`src/rtl/lc3_io_ctrl_if.sv`:
```
// Bus and device-handshake signals of the LC-3 address-control / memory-mapped I/O stage.
// master = control unit and devices; slave = lc3_io_ctrl.
interface lc3_io_ctrl_if;
    logic [15:0] main_bus;
    logic        LD_MAR;
    logic        LD_MDR;
    logic        MIO_EN;
    logic        RW;
    logic        mem_en;
    logic        io_sel;
    logic [15:0] io_rdata;
    logic        R;
    logic [7:0]  kb_data;
    logic        kb_valid;
    logic        kb_ready;
    logic [7:0]  disp_data;
    logic        disp_valid;
    logic        disp_ready;
    logic        kbd_irq;
    logic        disp_irq;
    logic        mcr_run;

    modport master (
        output main_bus, LD_MAR, LD_MDR, MIO_EN, RW, kb_data, kb_valid, disp_ready,
        input  mem_en, io_sel, io_rdata, R, kb_ready, disp_data, disp_valid,
               kbd_irq, disp_irq, mcr_run
    );

    modport slave (
        input  main_bus, LD_MAR, LD_MDR, MIO_EN, RW, kb_data, kb_valid, disp_ready,
        output mem_en, io_sel, io_rdata, R, kb_ready, disp_data, disp_valid,
               kbd_irq, disp_irq, mcr_run
    );
endinterface

```
`src/rtl/lc3_io_ctrl.sv`:
```
// LC-3 address-control and memory-mapped I/O stage: shadows MAR/MDR, decodes the
// device page, and serves KBSR/KBDR/DSR/DDR/MCR with one-cycle R timing.
module lc3_io_ctrl #(
    parameter logic [15:0] KBSR_ADDR = 16'hFE00,
    parameter logic [15:0] KBDR_ADDR = 16'hFE02,
    parameter logic [15:0] DSR_ADDR  = 16'hFE04,
    parameter logic [15:0] DDR_ADDR  = 16'hFE06,
    parameter logic [15:0] MCR_ADDR  = 16'hFFFE
) (
    input  logic         clk,
    input  logic         rst_n,
    lc3_io_ctrl_if.slave bus
);
    logic [15:0] mar_q, mar_d;
    logic [15:0] mdr_q, mdr_d;
    logic        kbsr_rdy_q, kbsr_rdy_d;
    logic        kbsr_ie_q, kbsr_ie_d;
    logic [7:0]  kbdr_q, kbdr_d;
    logic        dsr_rdy_q, dsr_rdy_d;
    logic        dsr_ie_q, dsr_ie_d;
    logic [7:0]  ddr_q, ddr_d;
    logic [15:0] mcr_q, mcr_d;
    logic [15:0] io_rdata_q, io_rdata_d;
    logic        r_q, r_d;
    logic        disp_valid_q, disp_valid_d;

    logic        io_hit_s;
    logic        rd_en_s;
    logic        wr_en_s;
    logic [15:0] rd_val_s;

    // Device-page decode and read-data selection from pre-edge state.
    always_comb begin
        io_hit_s = (mar_q == KBSR_ADDR) || (mar_q == KBDR_ADDR) || (mar_q == DSR_ADDR) ||
                   (mar_q == DDR_ADDR)  || (mar_q == MCR_ADDR);
        rd_en_s  = bus.MIO_EN && !bus.RW && io_hit_s;
        wr_en_s  = bus.MIO_EN &&  bus.RW && io_hit_s;
        case (mar_q)
            KBSR_ADDR: rd_val_s = {kbsr_rdy_q, kbsr_ie_q, 14'b0};
            KBDR_ADDR: rd_val_s = {8'h00, kbdr_q};
            DSR_ADDR:  rd_val_s = {dsr_rdy_q, dsr_ie_q, 14'b0};
            DDR_ADDR:  rd_val_s = {8'h00, ddr_q};
            MCR_ADDR:  rd_val_s = mcr_q;
            default:   rd_val_s = io_rdata_q;
        endcase
    end

    // Next-state logic for shadows, device registers and handshakes.
    always_comb begin
        mar_d        = bus.LD_MAR ? bus.main_bus : mar_q;
        mdr_d        = (bus.LD_MDR && !bus.MIO_EN) ? bus.main_bus : mdr_q;
        kbsr_rdy_d   = kbsr_rdy_q;
        kbsr_ie_d    = kbsr_ie_q;
        kbdr_d       = kbdr_q;
        dsr_rdy_d    = dsr_rdy_q;
        dsr_ie_d     = dsr_ie_q;
        ddr_d        = ddr_q;
        mcr_d        = mcr_q;
        io_rdata_d   = io_rdata_q;
        disp_valid_d = disp_valid_q;
        r_d          = bus.MIO_EN && io_hit_s;

        // A KBDR read needs KBSR[15]=1, which blocks kb_ready, so these never collide.
        if (rd_en_s) begin
            io_rdata_d = rd_val_s;
            if (mar_q == KBDR_ADDR) begin
                kbsr_rdy_d = 1'b0;
            end else begin
                kbsr_rdy_d = kbsr_rdy_q;
            end
        end else begin
            io_rdata_d = io_rdata_q;
        end

        if (bus.kb_valid && !kbsr_rdy_q) begin
            kbdr_d     = bus.kb_data;
            kbsr_rdy_d = 1'b1;
        end else begin
            kbdr_d = kbdr_q;
        end

        if (disp_valid_q && bus.disp_ready) begin
            disp_valid_d = 1'b0;
            dsr_rdy_d    = 1'b1;
        end else begin
            disp_valid_d = disp_valid_q;
        end

        if (wr_en_s) begin
            case (mar_q)
                KBSR_ADDR: kbsr_ie_d = mdr_q[14];
                DSR_ADDR:  dsr_ie_d  = mdr_q[14];
                MCR_ADDR:  mcr_d     = mdr_q;
                DDR_ADDR: begin
                    // Only accepted while the display is idle; a held strobe cannot re-issue.
                    if (dsr_rdy_q) begin
                        ddr_d        = mdr_q[7:0];
                        dsr_rdy_d    = 1'b0;
                        disp_valid_d = 1'b1;
                    end else begin
                        ddr_d = ddr_q;
                    end
                end
                default: mcr_d = mcr_q;
            endcase
        end else begin
            mcr_d = mcr_q;
        end
    end

    // State registers with asynchronous reset.
    always_ff @(posedge clk or negedge rst_n) begin
        if (!rst_n) begin
            mar_q        <= 16'h0000;
            mdr_q        <= 16'h0000;
            kbsr_rdy_q   <= 1'b0;
            kbsr_ie_q    <= 1'b0;
            kbdr_q       <= 8'h00;
            dsr_rdy_q    <= 1'b1;
            dsr_ie_q     <= 1'b0;
            ddr_q        <= 8'h00;
            mcr_q        <= 16'h8000;
            io_rdata_q   <= 16'h0000;
            r_q          <= 1'b0;
            disp_valid_q <= 1'b0;
        end else begin
            mar_q        <= mar_d;
            mdr_q        <= mdr_d;
            kbsr_rdy_q   <= kbsr_rdy_d;
            kbsr_ie_q    <= kbsr_ie_d;
            kbdr_q       <= kbdr_d;
            dsr_rdy_q    <= dsr_rdy_d;
            dsr_ie_q     <= dsr_ie_d;
            ddr_q        <= ddr_d;
            mcr_q        <= mcr_d;
            io_rdata_q   <= io_rdata_d;
            r_q          <= r_d;
            disp_valid_q <= disp_valid_d;
        end
    end

    assign bus.io_sel     = io_hit_s;
    assign bus.mem_en     = bus.MIO_EN && !io_hit_s;
    assign bus.io_rdata   = io_rdata_q;
    assign bus.R          = r_q;
    assign bus.kb_ready   = !kbsr_rdy_q;
    assign bus.disp_data  = ddr_q;
    assign bus.disp_valid = disp_valid_q;
    assign bus.kbd_irq    = kbsr_rdy_q && kbsr_ie_q;
    assign bus.disp_irq   = dsr_rdy_q && dsr_ie_q;
    assign bus.mcr_run    = mcr_q[15];
endmodule

```
`src/flat_wrapper.sv`:
```
// flat-port wrapper written by rule: the top's interface ports become plain ports
module lc3_io_ctrl_flat 
#(
    parameter logic [15:0] KBSR_ADDR = 16'hFE00,
    parameter logic [15:0] KBDR_ADDR = 16'hFE02,
    parameter logic [15:0] DSR_ADDR  = 16'hFE04,
    parameter logic [15:0] DDR_ADDR  = 16'hFE06,
    parameter logic [15:0] MCR_ADDR  = 16'hFFFE
)
  (clk, rst_n, bus_main_bus, bus_LD_MAR, bus_LD_MDR, bus_MIO_EN, bus_RW, bus_kb_data, bus_kb_valid, bus_disp_ready, bus_mem_en, bus_io_sel, bus_io_rdata, bus_R, bus_kb_ready, bus_disp_data, bus_disp_valid, bus_kbd_irq, bus_disp_irq, bus_mcr_run);
  lc3_io_ctrl_if bus_i ();
  input  logic clk;
  input  logic rst_n;
  input wire logic [$bits(bus_i.main_bus)-1:0] bus_main_bus;
  input wire logic [$bits(bus_i.LD_MAR)-1:0] bus_LD_MAR;
  input wire logic [$bits(bus_i.LD_MDR)-1:0] bus_LD_MDR;
  input wire logic [$bits(bus_i.MIO_EN)-1:0] bus_MIO_EN;
  input wire logic [$bits(bus_i.RW)-1:0] bus_RW;
  input wire logic [$bits(bus_i.kb_data)-1:0] bus_kb_data;
  input wire logic [$bits(bus_i.kb_valid)-1:0] bus_kb_valid;
  input wire logic [$bits(bus_i.disp_ready)-1:0] bus_disp_ready;
  output wire logic [$bits(bus_i.mem_en)-1:0] bus_mem_en;
  output wire logic [$bits(bus_i.io_sel)-1:0] bus_io_sel;
  output wire logic [$bits(bus_i.io_rdata)-1:0] bus_io_rdata;
  output wire logic [$bits(bus_i.R)-1:0] bus_R;
  output wire logic [$bits(bus_i.kb_ready)-1:0] bus_kb_ready;
  output wire logic [$bits(bus_i.disp_data)-1:0] bus_disp_data;
  output wire logic [$bits(bus_i.disp_valid)-1:0] bus_disp_valid;
  output wire logic [$bits(bus_i.kbd_irq)-1:0] bus_kbd_irq;
  output wire logic [$bits(bus_i.disp_irq)-1:0] bus_disp_irq;
  output wire logic [$bits(bus_i.mcr_run)-1:0] bus_mcr_run;
  assign bus_i.main_bus = bus_main_bus;
  assign bus_i.LD_MAR = bus_LD_MAR;
  assign bus_i.LD_MDR = bus_LD_MDR;
  assign bus_i.MIO_EN = bus_MIO_EN;
  assign bus_i.RW = bus_RW;
  assign bus_i.kb_data = bus_kb_data;
  assign bus_i.kb_valid = bus_kb_valid;
  assign bus_i.disp_ready = bus_disp_ready;
  assign bus_mem_en = bus_i.mem_en;
  assign bus_io_sel = bus_i.io_sel;
  assign bus_io_rdata = bus_i.io_rdata;
  assign bus_R = bus_i.R;
  assign bus_kb_ready = bus_i.kb_ready;
  assign bus_disp_data = bus_i.disp_data;
  assign bus_disp_valid = bus_i.disp_valid;
  assign bus_kbd_irq = bus_i.kbd_irq;
  assign bus_disp_irq = bus_i.disp_irq;
  assign bus_mcr_run = bus_i.mcr_run;
  lc3_io_ctrl #(.KBSR_ADDR(KBSR_ADDR), .KBDR_ADDR(KBDR_ADDR), .DSR_ADDR(DSR_ADDR), .DDR_ADDR(DDR_ADDR), .MCR_ADDR(MCR_ADDR)) u_core (.clk(clk), .rst_n(rst_n), .bus(bus_i));
endmodule
```
`config.mk`:
```
export PLATFORM = sky130hd
export DESIGN_NAME = lc3_io_ctrl_flat
export DESIGN_NICKNAME = d
export VERILOG_FILES = /design/src/rtl/lc3_io_ctrl_if.sv /design/src/rtl/lc3_io_ctrl.sv /design/src/flat_wrapper.sv
export SDC_FILE = /design/constraint.sdc
export NUM_CORES = 1
export LEC_CHECK = 0
export ABC_AREA = 1
export BUFFER_PORTS_ARGS = -buffer_cell sky130_fd_sc_hd__buf_2
export CAP_MARGIN = 0
export CORE_ASPECT_RATIO = 1.75
export CORE_UTILIZATION = 52
export CTS_BUF_LIST = sky130_fd_sc_hd__clkbuf_4
export DETAILED_ROUTE_END_ITERATION = 12
export GPL_ROUTABILITY_DRIVEN = 0
export PLACE_DENSITY = 0.78
export SYNTH_ARGS = -nofsm -noshare
export SYNTH_HDL_FRONTEND = slang
export SYNTH_SLANG_ARGS = --single-unit
```
`constraint.sdc`:
```
create_clock -name clk -period 1.8 [get_ports clk]
set_clock_uncertainty 0.2 [all_clocks]
set_input_delay 0.36 -clock clk [delete_from_list [all_inputs] [get_ports clk]]
set_output_delay 0.36 -clock clk [all_outputs]
set_load 0.005 [all_outputs]
```
==> impl_metrics.csv, run 1 <==
group,metric,value,unit
critical_path,r2r_slack,-0.42,ns
sta,rsz0062_at_grt,"true",
finish,num_antenna_cells,0,
yosys,seq_area_frac_synth,0.559,
place,port_buffers,63,
routing,drtIter0Drc,224,
yosys,syn_nets,439,
pwr,pwr-share-comb,0.132,
clock_network,clk_path_buf_depth,2,
yosys,ys_warn_count,0,
pwr,pwr-share-clk,0.269,
routing,drc,0,
critical_path,end_kind,"output pin",
pwr,p_sw_frac,0.273,
min_path,hold_class,"in2reg",
sta,tns,-12.77,ns
run_status,violations,"negative setup slack",
routing,routed_wl,9400,um
clock_network,clock_latency,0.43,ns
global_routing,antenna_found_initial,0,
clock_network,clk_pin_slew,0.13,ns
floorplan,die_x,67.1,um
yosys,synth.distinct_cells,28,
global_routing,overflow,0,
yosys,ys_ff_latch,86,
clock_network,cts_tree,"built",
global_routing,grt_pass1_vias,3229,
clock_network,clock_sinks,86,
critical_path,r2r-end,"u_core.bus.io_rdata[8]$_DFFE_PN0P_",
sta,fin_ws,-0.494,ns
routing,dr.pass1.iters,5,
global_routing,grt_pass1_wl,14900,um
finish,nets,569,
yosys,synth.avg_cell_area,9.47,um2
critical_path,crit_family,"simple AND/OR/NAND/NOR gates",
pwr,p_leak,0.00271,uW
critical_path,path_max_fanout,4,
flow_run,maxCapViolations,0,
place,dp_hpwl,5820,um
sta,maxSlewViolCount,0,
critical_path,cp_cell_sequence,"nor2_1, nand2_2, nor3b_2, nand2_2, nand3_4, buf_6, buf_6",
critical_path,rr_startpoint,"u_core.mar_q[6]$_DFFE_PN0P_",
sta,fmax,436,MHz
yosys,synthCells,407,
pwr,intPower,2630,uW
finish,utilization,0.718,
routing,wl_per_cell,15.0,um
run_status,status,"finished with violations",
global_routing,met2_usage,0.463,
sta,relSlewSlack,0.711,
floorplan,rows,41,
critical_path,crit_cells,7,
clock_network,cts_root_buf,"clkbuf_4",
critical_path,slowest_stage,"dfrtp_1",
sta,tightest_slew,0.433,ns
routing,drtAntennaViolNets,0,
critical_path,critical_path_buf_inv_count,2,
global_routing,grt.busiest_layer,"met2",
finish,area_growth,33.9,%
clock_network,htreeDepth,3,
routing,vias,3201,
global_routing,grt_max_degree,33,
finish,final_common_cell,"nand2_1",
routing,via_per_inst,5.10,
sta,fin_crit_sh,1.27,
sta,setup_violations,45,
global_routing,use_met1,0.282,
pwr,p_per_area,701,mW/mm2
sta,finalHoldViolations,0,
pwr,p_seq_frac,0.599,
clock_network,numCtsBuffers,9,
finish,drive_above_1_share,0.400,
pwr,netSwitchingPower,989,uW
floorplan,pin_count,64,
critical_path,arrival,1.73,ns
finish,layout_common_cells,"108 x nand2_1, 84 x dfrtp_1, 61 x buf_2",
critical_path,slowest_delay,0.41,ns
floorplan,dieArea,0.00777,mm2
global_routing,grt_use_total,0.260,
global_routing,met3_usage,0.0512,
yosys,synthesis.area,0.00385,mm2
pwr,ir_drop,0.530,mV
sta,layout_min_cycle_time,2.29,ns
min_path,holdPathEnd,"u_core.mar_q[12]$_DFFE_PN0P_",
critical_path,reg2regPathDepth,13,
floorplan,core,0.00718,mm2
min_path,min_path_cells,2,
floorplan,die-height,116,um
floorplan,start_util,0.537,
min_path,hp-start,"bus_LD_MAR",
critical_path,cp.required,1.24,ns
critical_path,startpoint_type,"flip-flop",
critical_path,path_class,"reg2out",
[Yosys cell counts]
library cell	count	area, um2
inv_2	4	15.0
buf_1	2	7.51
nor3_1	1	5.00
nand2_1	116	435
a21oi_1	17	85.1
o21ai_2	26	228
dfstp_2	2	52.6
nand2_2	20	125
nand2_4	1	11.3
mux2_2	13	146
nor3b_1	1	7.51
nor2_4	2	22.5
buf_2	1	5.00
nand4_1	1	6.26
dfrtp_1	84	2100
o21ai_0	13	65.1
nand3_1	13	65.1
nor2_1	31	116
nand3_4	3	52.6
clkbuf_1	4	15.0
nor2_2	1	6.26
buf_6	5	56.3
nor2_8	2	40.0
a31oi_1	1	6.26
buf_4	1	7.51
inv_1	35	131
o21ai_1	6	30.0
nand3b_1	1	7.51
[worst reg2reg max path, delay by kind of cell (launching register included)]
kind	cells	cell delay, ns
and+or+nand+nor	7	0.86
DFF	1	0.41
buffers and inverters	5	0.59
AOI/OAI and AO/OA	1	0.07
[how the worst max path moves through the flow]
stage | from | to
2_1_floorplan | u_core.mar_q[8]$_DFFE_PN0P_ | u_core.bus.disp_data[6]$_DFFE_PN0P_
3_3_place_gp | u_core.mar_q[8]$_DFFE_PN0P_ | u_core.bus.disp_valid$_DFF_PN0_
3_5_place_dp | u_core.mar_q[5]$_DFFE_PN0P_ | u_core.mcr_q[0]$_DFFE_PN0P_
4_1_cts | u_core.mar_q[5]$_DFFE_PN0P_ | bus_io_sel
5_1_grt | u_core.mar_q[6]$_DFFE_PN0P_ | bus_io_sel
6_report | u_core.mar_q[6]$_DFFE_PN0P_ | bus_io_sel
[repair_timing]
action / CTS / global route
setup buffers: 10 / 6
endpoints found under the hold margin: 127 / 0
hold buffers: 27 / 0
pin swaps: 13 / 8
setup endpoints to repair: 44 / 47
cloned: 4 / 1
resized for setup: 29 / 14
[power by group through the flow]
stage | Clock (uW) | Sequential, uW | Combinational [uW]
6_report | 974 | 2170 | 477
5_1_grt | 1070 | 2180 | 525
4_1_cts | 990 | 2160 | 454
3_5_place_dp | 0 | 2200 | 391
3_3_place_gp | 0 | 2190 | 371
2_1_floorplan | 0 | 2170 | 231
[state kept, by name, summed over array words and instances (netlist names)]
name and cells:
u_core.dsr_rdy_q 1, u_core.bus.io_rdata 16, u_core.kbdr_q 8, u_core.bus.disp_valid 1, u_core.kbsr_ie_q 1, u_core.dsr_ie_q 1
u_core.bus.disp_data 8, u_core.mcr_q 16, u_core.mdr_q 16, u_core.mar_q 16, u_core.kbsr_rdy_q 1, u_core.bus.R 1
[routing by layer]
layer	share of wire	vias to the layer above
met5	0	-
met4	0.029	0
met3	0.036	19
met2	0.55	98
met1	0.38	1532
li1	-	1552
[through the flow]
step / instance area (um2) / std cells / hold slack, ns / power, uW / worst slack, ns
final: 5160 / 628 / 0.0655 / 3620 / -0.494
after floorplan: 3850 / 407 / -0.136 / 2400 / 0.0514
after global routing: 5160 / 628 / 0.0480 / 3780 / -0.567
after global placement: 4400 / 566 / 0.0965 / 2560 / -0.0787
after detailed placement: 4400 / 566 / 0.0997 / 2590 / -0.166
after CTS: 5060 / 623 / 0.0319 / 3610 / -0.470
[logic make-up (layout without fill, tap and decap cells)]
family / count (synthesis) / in the layout / share of synthesized area
muxes: 13 / 13 / 0.0380
and+or+nand+nor: 193 / 193 / 0.234
DFF: 86 / 86 / 0.559
AOI/OAI and AO/OA: 63 / 63 / 0.107
buffers and inverters: 52 / 187 / 0.0617
[area by class of cell]
class / instances / area [um2]
clock inverter: 4 / 25.0
sequential: 86 / 2150
timing repair buffer: 132 / 1070
multi-input combinational: 269 / 1560
fill: 513 / 2020
tap: 86 / 108
inverter: 39 / 154
clock buffer: 12 / 90.1
No activity file was read; power rests on OpenSTA's default activity.
==> run 2, diff against run 1 <==
==> constraint.sdc (replaced) <==
create_clock -name clk -period 1.8 [get_ports clk]
set_clock_uncertainty 0.2 [all_clocks]
set_input_delay 0 -clock clk [delete_from_list [all_inputs] [get_ports clk]]
set_output_delay 0 -clock clk [all_outputs]
set_load 0.005 [all_outputs]
==> run 2 against run 1 <==
The flow still finishes with violations (negative setup slack). Clock-buffer cell count shrank 3. Worst setup slack gained 0.33 ns. Cell count grew 1.1%.
==> impl_metrics.csv, run 2 (synthesis results as in run 1) <==
group,metric,value,unit
run_status,status,"finished with violations",
run_status,violations,"negative setup slack",
min_path,holdPathEnd,"u_core.bus.disp_valid$_DFF_PN0_",
sta,rsz0062_at_grt,"true",
flow_run,maxCapViolations,0,
sta,finalHoldViolations,0,
clock_network,clk_path_buf_depth,2,
min_path,hp-start,"bus_disp_ready",
finish,fin_cells,635,
routing,dr.pass1.iters,4,
global_routing,grt_max_degree,33,
finish,final_common_cell,"nand2_1",
critical_path,startpoint_type,"flip-flop",
finish,multi_input_area,0.00152,mm2
critical_path,path_class,"reg2out",
sta,tightest_slew,0.402,ns
critical_path,crit_family,"simple AND/OR/NAND/NOR gates",
routing,drc,0,
critical_path,critical_path_buf_inv_count,2,
clock_network,cts_tree,"built",
routing,via_per_inst,5.11,
place,dp_hpwl,5740,um
critical_path,path_max_fanout,6,
critical_path,reg2regPathDepth,10,
clock_network,clock_latency,0.44,ns
floorplan,dieArea,0.00777,mm2
critical_path,r2r-end,"u_core.mcr_q[10]$_DFFE_PN0P_",
finish,drive_above_1_share,0.352,
floorplan,start_util,0.537,
finish,regArea,0.00215,mm2
critical_path,slowest_delay,0.43,ns
critical_path,crit_cells,8,
floorplan,pin_count,64,
clock_network,clk_pin_slew,0.13,ns
floorplan,rows,41,
global_routing,grt_pass1_vias,3172,
sta,relSlewSlack,0.732,
routing,wl_per_cell,14.2,um
sta,fin_crit_sh,1.09,
clock_network,numCtsBuffers,9,
sta,maxSlewViolCount,0,
critical_path,critPathLaunch,"u_core.mar_q[3]$_DFFE_PN0P_",
sta,fmax,508,MHz
min_path,min_path_cells,3,
routing,routed_wl,9030,um
critical_path,rr_startpoint,"u_core.mar_q[3]$_DFFE_PN0P_",
place,port_buffers,63,
clock_network,cts_root_buf,"clkbuf_4",
global_routing,antenna_found_initial,0,
finish,num-fill-cells,540,
routing,drtIter0Drc,219,
floorplan,die_x,67.1,um
sta,setup_violations,42,
critical_path,r2r_slack,-0.13,ns
global_routing,grt_pass1_wl,14200,um
pwr,p_per_area,716,mW/mm2
min_path,hold_class,"in2reg",
clock_network,htreeDepth,3,
place,dp_cells,557,
finish,area_growth,34.2,%
sta,fin_ws,-0.169,ns
global_routing,overflow,0,
critical_path,end_kind,"output pin",
critical_path,cp_cell_sequence,"nor2_1, nand2_1, nor2_2, o21ai_4, nand3_4, buf_6, nor2_1, buf_2",
critical_path,cp.required,1.60,ns
finish,layout_common_cells,"111 x nand2_1, 84 x dfrtp_1, 62 x buf_2",
critical_path,slowest_stage,"dfrtp_1",
clock_network,clock_sinks,86,
floorplan,core,0.00718,mm2
pwr,p_leak,0.00267,uW
global_routing,grt_use_total,0.247,
finish,nets,577,
sta,layout_min_cycle_time,1.97,ns
floorplan,die-height,116,um
routing,drtAntennaViolNets,0,
finish,num_antenna_cells,0,
critical_path,path_common_cell,"nor2_1",
critical_path,arrival,1.77,ns
routing,vias,3243,
place,pre_cts_slack,-0.133,ns
pwr,ir_drop,0.556,mV
[run 2: final cells by class]
cell class                      count  area share
Clock buffer                        9      0.0131
Clock inverter                      6      0.0104
Inverter                           39      0.0295
Multi-Input combinational cell    269       0.294
Tap cell                           86      0.0208
Timing Repair Buffer              140       0.215
Sequential cell                    86       0.417
[run 2: per-layer routing]
metal,global-route usage,part of all wire
met5,0,0
met2,0.431,0.55
met4,0.133,0.029
met1,0.275,0.39
met3,0.0463,0.035
[run 2: stage by stage]
step	hold slack (ns)	total power (uW)	setup TNS, ns	cell area [um2]	utilization
floorplan	-0.496	2400	0	3850	-
global placement	-0.227	2540	-0.447	4330	0.603
detailed placement	-0.225	2570	-1.17	4330	0.603
CTS	0.0454	3720	-1.63	5150	0.717
global route	0.0641	3880	-7.56	5170	0.720
finish	0.0859	3700	-3.74	5170	0.720
[run 2: what timing repair did]
| item | in CTS | in global routing |
|---|---|---|
| hold endpoints to repair | 156 | 7 |
| endpoints found under the setup margin | 31 | 52 |
| gates resized for setup | 18 | 7 |
| pin swaps | 10 | 6 |
| cloned | 0 | 2 |
| buffers inserted | 5 | 3 |
| hold buffers | 59 | 2 |
[run 2: power breakdown]
group          internal, uW  switching (uW)
Clock                   400             631
Combinational           249             259
Sequential             2080            83.0
Total                  2730             974
[run 2: worst max path at each step]
stage	slack (ns)	endpoint
after detailed placement	-0.13	u_core.bus.disp_data[5]$_DFFE_PN0P_
final	-0.17	bus_mem_en
after global placement	-0.06	u_core.bus.disp_data[4]$_DFFE_PN0P_
after CTS	-0.15	bus_mem_en
after global routing	-0.27	bus_mem_en
after floorplan	0.05	u_core.bus.disp_data[6]$_DFFE_PN0P_
[run 2: worst reg2reg max path: cells and delay by family, from the launching register on]
| kind | cells | cell delay, ns |
|---|---|---|
| simple gates | 6 | 0.73 |
| flops | 1 | 0.43 |
| buf+inv | 2 | 0.34 |
| compound gates | 2 | 0.15 |
==> run 3, diff against run 2 <==
- TNS_END_PERCENT: unset -> 10
==> run 3 against run 2 <==
The flow still finishes with violations (negative setup slack). Sequential power about the same. Final area increased by 1.3%. Utilization increased by 0.96 points. Die area unchanged. Clock power about the same. Maximum frequency decreased by 0.12%. Worst setup slack got worse by 0.0023 ns. Clock-buffer cell count unchanged. Combinational power increased by 4.7%. Register-to-register slack about the same. Cell count increased by 0.79%. Largest cell class unchanged.
==> impl_metrics.csv, run 3 (synthesis results as in run 1) <==
group,metric,value,unit
run_status,status,"finished with violations",
run_status,violations,"negative setup slack",
sta,fin_crit_sh,1.10,
finish,num_antenna_cells,0,
place,port_buffers,63,
clock_network,clk_path_buf_depth,2,
pwr,netSwitchingPower,977,uW
routing,via_per_inst,5.13,
global_routing,overflow,0,
critical_path,startpoint_type,"flip-flop",
sta,setup_violations,43,
sta,tightest_slew,0.437,ns
clock_network,cts_root_buf,"clkbuf_4",
routing,drtIter0Drc,235,
routing,drtAntennaViolNets,0,
finish,fin_cells,640,
pwr,p_leak,0.00277,uW
sta,fin_ws,-0.171,ns
finish,area_growth,36.0,%
floorplan,core,0.00718,mm2
sta,rsz0062_at_grt,"true",
global_routing,grt_pass1_wl,14200,um
global_routing,grt_pass1_vias,3174,
floorplan,rows,41,
pwr,pwr-share-comb,0.143,
routing,dr.pass1.iters,5,
sta,relSlewSlack,0.709,
clock_network,clock_latency,0.45,ns
pwr,pwr-share-clk,0.277,
global_routing,grt_use_total,0.246,
finish,num-fill-cells,533,
global_routing,grt_max_degree,33,
finish,nets,582,
global_routing,antenna_found_initial,0,
pwr,p_per_area,712,mW/mm2
pwr,p_sw_frac,0.262,
finish,fin_area,0.00524,mm2
finish,layout_common_cells,"111 x nand2_1, 84 x dfrtp_1, 62 x buf_2",
finish,drive_above_1_share,0.347,
critical_path,slowest_stage,"dfrtp_1",
clock_network,clk_pin_slew,0.12,ns
sta,fmax,507,MHz
floorplan,die-height,116,um
routing,drc,0,
floorplan,start_util,0.537,
flow_run,maxCapViolations,0,
critical_path,path_class,"reg2out",
sta,layout_min_cycle_time,1.97,ns
pwr,ir_drop,0.550,mV
routing,vias,3280,
clock_network,cts_tree,"built",
sta,finalHoldViolations,0,
clock_network,clock_sinks,86,
finish,final_common_cell,"nand2_1",
routing,wl_per_cell,14.0,um
floorplan,die_x,67.1,um
critical_path,path_max_fanout,6,
place,dp_hpwl,5740,um
sta,maxSlewViolCount,0,
clock_network,numCtsBuffers,9,
place,dp_cells,557,
clock_network,htreeDepth,3,
pwr,intPower,2750,uW
place,placed_cell_area,0.00433,mm2
critical_path,cp_cell_sequence,"nor2_2, nand2_2, nor2_2, o21ai_4, nand3_4, buf_6, nor2_1, buf_2",
sta,holdWs,0.0250,ns
critical_path,slowest_delay,0.42,ns
pwr,p_seq_frac,0.580,
critical_path,end_kind,"output pin",
floorplan,dieArea,0.00777,mm2
critical_path,path_common_cell,"nor2_2",
floorplan,pin_count,64,
critical_path,cp.required,1.60,ns
routing,routed_wl,8930,um
min_path,hold_class,"in2reg",
critical_path,arrival,1.77,ns
-- run 3: power by group through the flow --
stage	registers, uW	clock network (uW)	logic, uW
6_report	2160	1030	533
5_1_grt	2180	1140	588
4_1_cts	2160	1050	508
3_5_place_dp	2200	0	374
3_3_place_gp	2190	0	356
2_1_floorplan	2170	0	231
-- run 3: worst paths after layout --
| kind | start | endpoint | slack (ns) | cells after the start |
|---|---|---|---|---|
| worst max-delay path | u_core.mar_q[4]$_DFFE_PN0P_ | bus_mem_en | -0.17 | 8 |
| worst min-delay path | bus_LD_MAR | u_core.mar_q[0]$_DFFE_PN0P_ | 0.03 | 3 |
| worst max register to register | u_core.mar_q[4]$_DFFE_PN0P_ | u_core.mcr_q[14]$_DFFE_PN0P_ | -0.12 | 10 |
| worst min register to register | u_core.bus.io_rdata[5]$_DFFE_PN0P_ | u_core.bus.io_rdata[5]$_DFFE_PN0P_ | 0.29 | 2 |
| max in group asynchronous | rst_n | u_core.mar_q[7]$_DFFE_PN0P_ | 0.76 | 4 |
| min in group asynchronous | rst_n | u_core.mcr_q[15]$_DFFE_PN1P_ | 0.46 | 3 |
-- run 3: routing by layer --
layer  track usage  vias up  share of wire
met5             0        -              0
li1              -     1567              -
met1         0.275     1599           0.39
met2         0.429       93           0.55
met4         0.133        0          0.025
met3        0.0463       21          0.038
-- run 3: what timing repair did --
| item | in CTS | in global routing |
|---|---|---|
| hold endpoints to repair | 156 | 0 |
| pin swaps | 10 | 6 |
| hold buffers | 59 | 0 |
| setup buffers | 5 | 3 |
| setup endpoints to repair | 31 | 52 |
| cloned | 0 | 1 |
| resized for setup | 18 | 15 |
-- run 3: worst max-delay path, delay by kind of cell (launching register included) --
family | cells | cell delay, ns
flip-flops | 1 | 0.42
AO/OA/AOI/OAI | 1 | 0.09
buffers and inverters | 2 | 0.24
AND/OR/NAND/NOR | 5 | 0.58
-- run 3: area by class of cell --
type / count / area (um2) / share of cell area
Multi-Input combinational cell: 269 / 1520 / 0.290
Sequential cell: 86 / 2150 / 0.411
Inverter: 39 / 153 / 0.0291
Clock buffer: 9 / 67.6 / 0.0129
Clock inverter: 6 / 53.8 / 0.0103
Timing Repair Buffer: 145 / 1180 / 0.226
Tap cell: 86 / 108 / 0.0205
-- run 3: stage by stage --
stage                     setup slack [ns]  utilization  TNS [ns]  power (uW)
after floorplan                     0.0514            -         0        2400
after global placement             -0.0591        0.603    -0.447        2540
after detailed placement            -0.133        0.603     -1.17        2570
after CTS                           -0.152        0.717     -1.63        3720
after global routing                -0.264        0.730     -7.09        3910
final                               -0.171        0.730     -3.19        3730
